==> src/rtl/hazard_stall_ctrl.sv <==
// Decode-stage hazard/stall generator: tracks E/M producer latency and the
// mult/div busy counter, and holds D (bubbling E) when forwarding cannot help.
module hazard_stall_ctrl #(
  parameter int unsigned MULT_CYCLES = 5,
  parameter int unsigned DIV_CYCLES  = 10
) (
  input  logic       clk,
  input  logic       reset,
  input  logic       d_valid,
  input  logic [4:0] d_rs,
  input  logic [4:0] d_rt,
  input  logic [1:0] d_tuse_rs,
  input  logic [1:0] d_tuse_rt,
  input  logic [4:0] d_dst,
  input  logic [1:0] d_tnew,
  input  logic       d_md_start,
  input  logic       d_md_div,
  input  logic       d_md_use,
  output logic       stall,
  output logic       flush_E,
  output logic       md_busy,
  output logic [4:0] e_dst,
  output logic [4:0] m_dst
);

  localparam int unsigned REG_W  = 5;
  localparam int unsigned TNEW_W = 2;
  localparam int unsigned CNT_W  = 4;
  localparam logic [TNEW_W-1:0] TUSE_NONE = TNEW_W'(3);

  logic [TNEW_W-1:0] e_tnew;
  logic [TNEW_W-1:0] m_tnew;
  logic [CNT_W-1:0]  md_cnt;
  logic              stall_rs;
  logic              stall_rt;
  logic              stall_md;
  logic              issue;
  logic              md_issue;

  // The youngest matching producer decides; $0 and unread sources never hazard.
  function automatic logic src_stall(
    input logic [REG_W-1:0]  src,
    input logic [TNEW_W-1:0] tuse,
    input logic [REG_W-1:0]  edst,
    input logic [TNEW_W-1:0] etnew,
    input logic [REG_W-1:0]  mdst,
    input logic [TNEW_W-1:0] mtnew
  );
    logic hz;
    hz = 1'b0;
    if (src != '0 && tuse != TUSE_NONE) begin
      if (edst == src) begin
        hz = (etnew > tuse);
      end else if (mdst == src) begin
        hz = (mtnew > tuse);
      end
    end
    return hz;
  endfunction

  // Same-cycle stall decision from D inputs and registered shadow state.
  always_comb begin
    stall_rs = src_stall(d_rs, d_tuse_rs, e_dst, e_tnew, m_dst, m_tnew);
    stall_rt = src_stall(d_rt, d_tuse_rt, e_dst, e_tnew, m_dst, m_tnew);
    stall_md = d_valid & d_md_use & md_busy;
    stall    = ~reset & d_valid & (stall_rs | stall_rt | stall_md);
  end

  assign flush_E  = stall;
  assign md_busy  = (md_cnt != '0);
  assign issue    = d_valid & ~stall;
  assign md_issue = issue & d_md_start;

  // Shadow of E/M destinations; a stalled or empty D becomes an E bubble.
  always_ff @(posedge clk) begin
    if (reset) begin
      e_dst  <= '0;
      e_tnew <= '0;
      m_dst  <= '0;
      m_tnew <= '0;
    end else begin
      m_dst  <= e_dst;
      m_tnew <= (e_tnew != '0) ? e_tnew - TNEW_W'(1) : '0;
      if (issue) begin
        e_dst  <= d_dst;
        e_tnew <= d_tnew;
      end else begin
        e_dst  <= '0;
        e_tnew <= '0;
      end
    end
  end

  // Mult/div occupancy counter, loaded only when the md op actually issues.
  always_ff @(posedge clk) begin
    if (reset) begin
      md_cnt <= '0;
    end else if (md_issue) begin
      md_cnt <= d_md_div ? CNT_W'(DIV_CYCLES) : CNT_W'(MULT_CYCLES);
    end else if (md_busy) begin
      md_cnt <= md_cnt - CNT_W'(1);
    end
  end

endmodule
==> config.mk <==
export PLATFORM = sky130hd
export DESIGN_NAME = hazard_stall_ctrl
export DESIGN_NICKNAME = d
export VERILOG_FILES = /design/src/rtl/hazard_stall_ctrl.sv
export SDC_FILE = /design/constraint.sdc
export NUM_CORES = 1
export LEC_CHECK = 0
export CORE_ASPECT_RATIO = 0.75
export CORE_MARGIN = 4
export CORE_UTILIZATION = 47
export CTS_BUF_LIST = sky130_fd_sc_hd__clkbuf_2 sky130_fd_sc_hd__clkbuf_4 sky130_fd_sc_hd__clkbuf_8
export CTS_CLUSTER_DIAMETER = 150
export DETAILED_ROUTE_END_ITERATION = 6
export GPL_ROUTABILITY_DRIVEN = 0
export PLACE_DENSITY = 0.79
export SETUP_SLACK_MARGIN = 0.4
export SKIP_LAST_GASP = 1
export SLEW_MARGIN = 15
export SYNTH_ARGS = -nofsm -noshare
export SYNTH_HDL_FRONTEND = slang
export SYNTH_SLANG_ARGS = --single-unit
==> constraint.sdc <==
create_clock -name clk -period 3.2 [get_ports clk]
set_input_delay 0.48 -clock clk [delete_from_list [all_inputs] [get_ports clk]]
set_output_delay 0.48 -clock clk [all_outputs]
set_load 0.05 [all_outputs]
* Word-level counts from Yosys, hierarchy flattened
Index checks and enable logic that the tools add are counted.
** Cells by class
- Add/subtract/negate cells :: 2
- Order comparisons :: 4
- Eq/ne operators :: 6
- Muxes and demuxes :: 9
- Bitwise logic cells :: 12
- Reductions and logical operators :: 9
** Operators by type and width (count)
- equality test 5 bit :: 4
- 2-to-1 mux 4 bit :: 3
- nonzero test 5 bit :: 2
- greater-than comparator 2 bit :: 4
- bitwise AND 1 bit :: 6
- 2-to-1 mux 1 bit :: 6
- != test 2 bit (second input constant) :: 2
- inverter 1 bit :: 4
- nonzero test 2 bit :: 2
- nonzero test 4 bit :: 1
- OR reduction 2 bit :: 2
- subtractor 4 x 1 -> 4 bit (second input constant) :: 1
- logical AND 1 bit :: 2
- bitwise OR 1 bit :: 2
- subtractor 2 x 1 -> 2 bit (second input constant) :: 1
** Storage, ports and cells
- Register bits after elaboration :: 18
- Input port bits :: 27
- Output and inout bits :: 13
- Logic and storage cells :: 47

* Depth between registers and ports, before layout
- Depth in word-level cells :: 11
- Depth in mapped cells :: 9
- Depth with buffers taken out :: 8

* Worst setup path after synthesis
OpenSTA, ideal clock, no wires.
- Kind :: in2out
- Start :: input port d_tuse_rs[1]
- End :: output port stall
- Arrival :: 2.645 ns
- Data required time :: 2.720 ns
- Slack :: 0.075 ns
- Stages :: 9
- Buffers on the path :: 1
- Cells stage by stage :: inv_1 -> ha_1 -> nand2_1 -> nand4_1 -> or4_1 -> mux2_4 -> o211ai_1 -> and2_1 -> buf_4
** On the way
- Word-level cells in the longest chain between the ends :: 7
- Elaborated cells between the ends (all ways) :: 10
- Classes of those cells :: order compare (2); eq/ne (1); mux (3); bitwise (3); reduce/logical (1)
** RTL lines
- start, declared :: line 12 : input logic [1:0] d_tuse_rs,
- greater-than comparator 2 bit :: line 55 : hz = (mtnew > tuse);
- 2-to-1 mux 1 bit :: line 54 : end else if (mdst == src) begin
- 2-to-1 mux 1 bit :: line 52 : if (edst == src) begin
- 2-to-1 mux 1 bit (*) :: line 51 : if (src != '0 && tuse != TUSE_NONE) begin
- bitwise OR 1 bit (*) (2 in a row) :: line 66 : stall = ~reset & d_valid & (stall_rs | stall_rt | stall_md);
- bitwise AND 1 bit (*) :: line 66
- end, declared :: line 19 : output logic stall,
Mark *: on every way between the ends. The rest lies on a longest branch, timed or not.

* Worst setup path in the final report
- Start :: input port d_rs[2]
- End :: output port stall
** On the way
- Word-level cells in the longest chain between the ends :: 7
- Elaborated cells between the ends (all ways) :: 10
- Classes of those cells :: eq/ne (2); mux (3); bitwise (3); reduce/logical (2)
** RTL lines
- start, declared :: line 10 : input logic [4:0] d_rs,
- equality test 5 bit :: line 54
- 2-to-1 mux 1 bit :: line 54
- 2-to-1 mux 1 bit :: line 52
- 2-to-1 mux 1 bit (*) :: line 51
- bitwise OR 1 bit (*) (2 in a row) :: line 66
- bitwise AND 1 bit (*) :: line 66
Marks and branches as above.

==> metrics.txt <==
# TYPE chip_impl_metric gauge
chip_impl_info{name="run_status",value="finished, final reports clean"} 1
chip_impl_metric{name="postRouteAntennaNets",unit=""} 0
chip_impl_metric{name="max_cap_violation_count",unit=""} 0
chip_impl_metric{name="reg_to_reg_slack_setup",unit="ps"} 880
chip_impl_metric{name="yosys_synthesis_warning_count",unit=""} 0
chip_impl_metric{name="wire_length_of_the_first_global_routing_pass",unit="mm"} 5.20
chip_impl_metric{name="drt_iter0_markers",unit=""} 63
chip_impl_metric{name="fin_tns_setup",unit="ps"} 0
chip_impl_info{name="critPathCaptureType",value="output port"} 1
chip_impl_metric{name="power.static_leakage",unit="nW"} 0.756
chip_impl_metric{name="vdd.ir_drop.worst",unit="mV"} 0.246
chip_impl_metric{name="grt_antenna_before_repair",unit=""} 0
chip_impl_metric{name="endpoints_failing_hold",unit=""} 0
chip_impl_metric{name="netlist-cell-type-count",unit=""} 28
chip_impl_metric{name="worst-endpoint-arrival",unit="ps"} 2310
chip_impl_metric{name="synth-edff-count",unit=""} 0
chip_impl_metric{name="die-area",unit="um2"} 3370
chip_impl_metric{name="yosysSeqAreaShare",unit=""} 0.307
chip_impl_metric{name="timing.final.crit_share",unit=""} 0.872
chip_impl_metric{name="finalWirelength",unit="mm"} 3.23
chip_impl_metric{name="num_vias",unit=""} 1100
chip_impl_metric{name="placed_cells",unit=""} 211
chip_impl_metric{name="drt-wirelength-per-cell",unit="um"} 14.8
chip_impl_info{name="crit_path_max_delay_cell_type",value="or4_1"} 1
chip_impl_metric{name="drt_first_pass_iters",unit=""} 4
chip_impl_metric{name="setup_viol",unit=""} 0
chip_impl_metric{name="synth.cell_area",unit="um2"} 1170
chip_impl_metric{name="floorplan.io_pins",unit=""} 40
chip_impl_metric{name="fmax",unit="GHz"} 0.359
chip_impl_metric{name="crit_required",unit="ps"} 2720
chip_impl_info{name="grt_setup_unrepaired",value="true"} 1
chip_impl_metric{name="worst-path-max-fanout",unit=""} 3
chip_impl_metric{name="cts.sink_count",unit=""} 18
chip_impl_info{name="ys.flop_type",value="dfxtp_1"} 1
chip_impl_metric{name="drive_gt1_frac",unit=""} 0.196
chip_impl_metric{name="yosys_register_bits",unit=""} 18
chip_impl_info{name="yosys-top-cells-area",value="dfxtp_1, ha_1, xnor2_1"} 1
chip_impl_metric{name="powerDensity",unit="nW/um2"} 481
chip_impl_metric{name="num-fill-cells",unit=""} 179
chip_impl_info{name="synth_top_cells_by_count",value="dfxtp_1, inv_1, xnor2_1"} 1
chip_impl_metric{name="final.min_clock_period",unit="ps"} 2790
chip_impl_metric{name="antenna_diode_count",unit=""} 0
chip_impl_metric{name="synth_nets",unit=""} 172
chip_impl_metric{name="grt_max_degree",unit=""} 15
chip_impl_metric{name="die_y",unit="um"} 51.3
chip_impl_metric{name="final_cell_count_no_fill",unit=""} 218
chip_impl_metric{name="syn_area_per_cell",unit="um2"} 8.76
chip_impl_metric{name="vias_per_cell",unit=""} 5.05
chip_impl_metric{name="final_net_count",unit=""} 223
chip_impl_metric{name="numPortBuffers",unit=""} 39
chip_impl_info{name="post-synth-top-count-cell",value="dfxtp_1"} 1
chip_impl_metric{name="synth_top_area_frac",unit=""} 0.307
chip_impl_metric{name="cts.htree.levels",unit=""} 1
chip_impl_metric{name="syn_inst",unit=""} 134
chip_impl_info{name="timing.hold.worst.class",value="reg -> reg"} 1
chip_impl_metric{name="tritoncts.num_buffers",unit=""} 3
chip_impl_info{name="root_buffer_cell",value="clkbuf_4"} 1
chip_impl_info{name="critical_path.cell_chain",value="clkdlybuf4s15_1 > xnor2_1 > nand4_1 > or4_1 > mux2_4 > o211ai_1 > and2_4 > buf_12"} 1
chip_impl_metric{name="area_growth",unit="%"} 50.1
chip_impl_metric{name="timing.critical_path.buf_inv",unit=""} 2
chip_impl_metric{name="place_hpwl",unit="mm"} 2.59
chip_impl_metric{name="grt_pass1_vias",unit=""} 1115
chip_impl_metric{name="die_w",unit="um"} 65.7
chip_impl_info{name="tritoncts_clock_tree",value="done"} 1
chip_impl_info{name="crit_type",value="in -> out"} 1
chip_impl_info{name="start_kind",value="input port"} 1
chip_impl_metric{name="async_reset_ff_frac",unit=""} 0
chip_impl_metric{name="tightest_slew",unit="ps"} 525
chip_impl_metric{name="number_of_rows_in_the_core_area",unit=""} 15
chip_impl_metric{name="cts_max_path_buffers",unit=""} 2
chip_impl_metric{name="clkTransAtPathRegs",unit="ps"} 100
chip_impl_metric{name="final_core_utilization",unit=""} 0.751
chip_impl_metric{name="drt_drc_violations_left",unit=""} 0
chip_impl_metric{name="max-slew-margin-rel",unit=""} 0.649
chip_impl_metric{name="insertion_delay",unit="ps"} 300
chip_impl_metric{name="slew_viol_final",unit=""} 0
chip_impl_metric{name="crit_path_max_incr_delay",unit="ps"} 470
chip_impl_metric{name="groute.usage.overall",unit=""} 0.206
chip_impl_metric{name="core_area",unit="um2"} 2350
chip_impl_info{name="cp_delay_by_family_top",value="simple AND/OR/NAND/NOR gates"} 1
chip_impl_metric{name="setup_skew_after_layout",unit="ps"} 2.77
chip_impl_info{name="synth_area_leader_cell",value="dfxtp_1"} 1
chip_impl_metric{name="initial_utilization",unit=""} 0.500
chip_impl_metric{name="grt_remaining_overflow",unit=""} 0
-- placed cells by master, fill, tap and decap left out, types with 2 or more instances in the layout --
| master | instances |
|---|---|
| nand3_1 | 3 |
| xnor2_2 | 2 |
| a21oi_1 | 4 |
| dfxtp_1 | 16 |
| nor2b_1 | 9 |
| ha_1 | 9 |
| xnor2_1 | 13 |
| nor3_1 | 6 |
| buf_12 | 2 |
| clkdlybuf4s50_1 | 29 |
| inv_1 | 15 |
| buf_2 | 2 |
| clkdlybuf4s15_1 | 2 |
| ha_4 | 2 |
| nand2_1 | 5 |
| clkbuf_4 | 3 |
| nor2_1 | 13 |
| inv_2 | 2 |
| mux2_4 | 5 |
| dlygate4sd2_1 | 4 |
| o21ai_0 | 2 |
| buf_4 | 9 |
| xor2_1 | 7 |
| dfxtp_2 | 2 |
-- logic make-up (layout without fill, tap and decap cells) --
kind of cell    count (synthesis)  count (layout)  share of synthesized area
simple gates                   44              44                      0.187
xor+xnor                       22              22                      0.164
buf+inv                        19              69                     0.0640
flops                          18              18                      0.307
compound gates                 15              15                     0.0970
fa+ha+maj                      11              11                      0.117
mux                             5               5                     0.0640
-- state kept, by name, indices dropped and copies added (netlist names) --
register  count
e_dst         5
e_tnew        2
m_dst         5
m_tnew        2
md_cnt        4
-- per-layer routing --
metal	part of all wire	GRT usage
met5	0	0
met4	0.0019	0.0103
met3	0.067	0.0747
met2	0.50	0.371
met1	0.43	0.245
-- through the flow --
| stage | total power (W) | hold WS, ps | setup WS (ps) | cell area, um2 |
|---|---|---|---|---|
| after floorplan | 0.000563 | 397 | 413 | 1180 |
| after CTS | 0.000846 | 418 | 391 | 1750 |
| after detailed placement | 0.000697 | 411 | -64.5 | 1660 |
| after global placement | 0.000674 | 405 | 18.4 | 1660 |
| after global routing | 0.000900 | 450 | 327 | 1760 |
| final | 0.000848 | 420 | 411 | 1760 |
-- report_power, final --
group	switching, W	internal, W
logic	0.000221	0.000200
clock network	0.0000738	0.0000695
registers	0.0000260	0.000257
total	0.000321	0.000526
-- cell type report --
type,instances,area [um2],share of cell area
clock buffers,4,36.3,0.0206
flip-flops and latches,18,363,0.206
multi-input cells,97,793,0.450
well taps,34,42.5,0.0241
repair buffers,48,463,0.263
inverters,17,63.8,0.0362
-- final timing paths --
path / start / endpoint / cells after the start
hold reg to reg: e_tnew[0] / m_tnew[0] / 1
setup / recovery: d_rs[2] / stall / 8
setup reg to reg: m_tnew[0] / md_cnt[2] / 9
hold / removal: e_tnew[0] / m_tnew[0] / 1
-- what timing repair did --
| action | CTS | global route |
|---|---|---|
| setup endpoints to repair | 2 | 2 |
| buffers inserted | 3 | 0 |
| resized for setup | 27 | 2 |
| pin swaps | 10 | 2 |
| hold buffers | 0 | 0 |
Note: power is estimated with default switching activity, not from simulation.
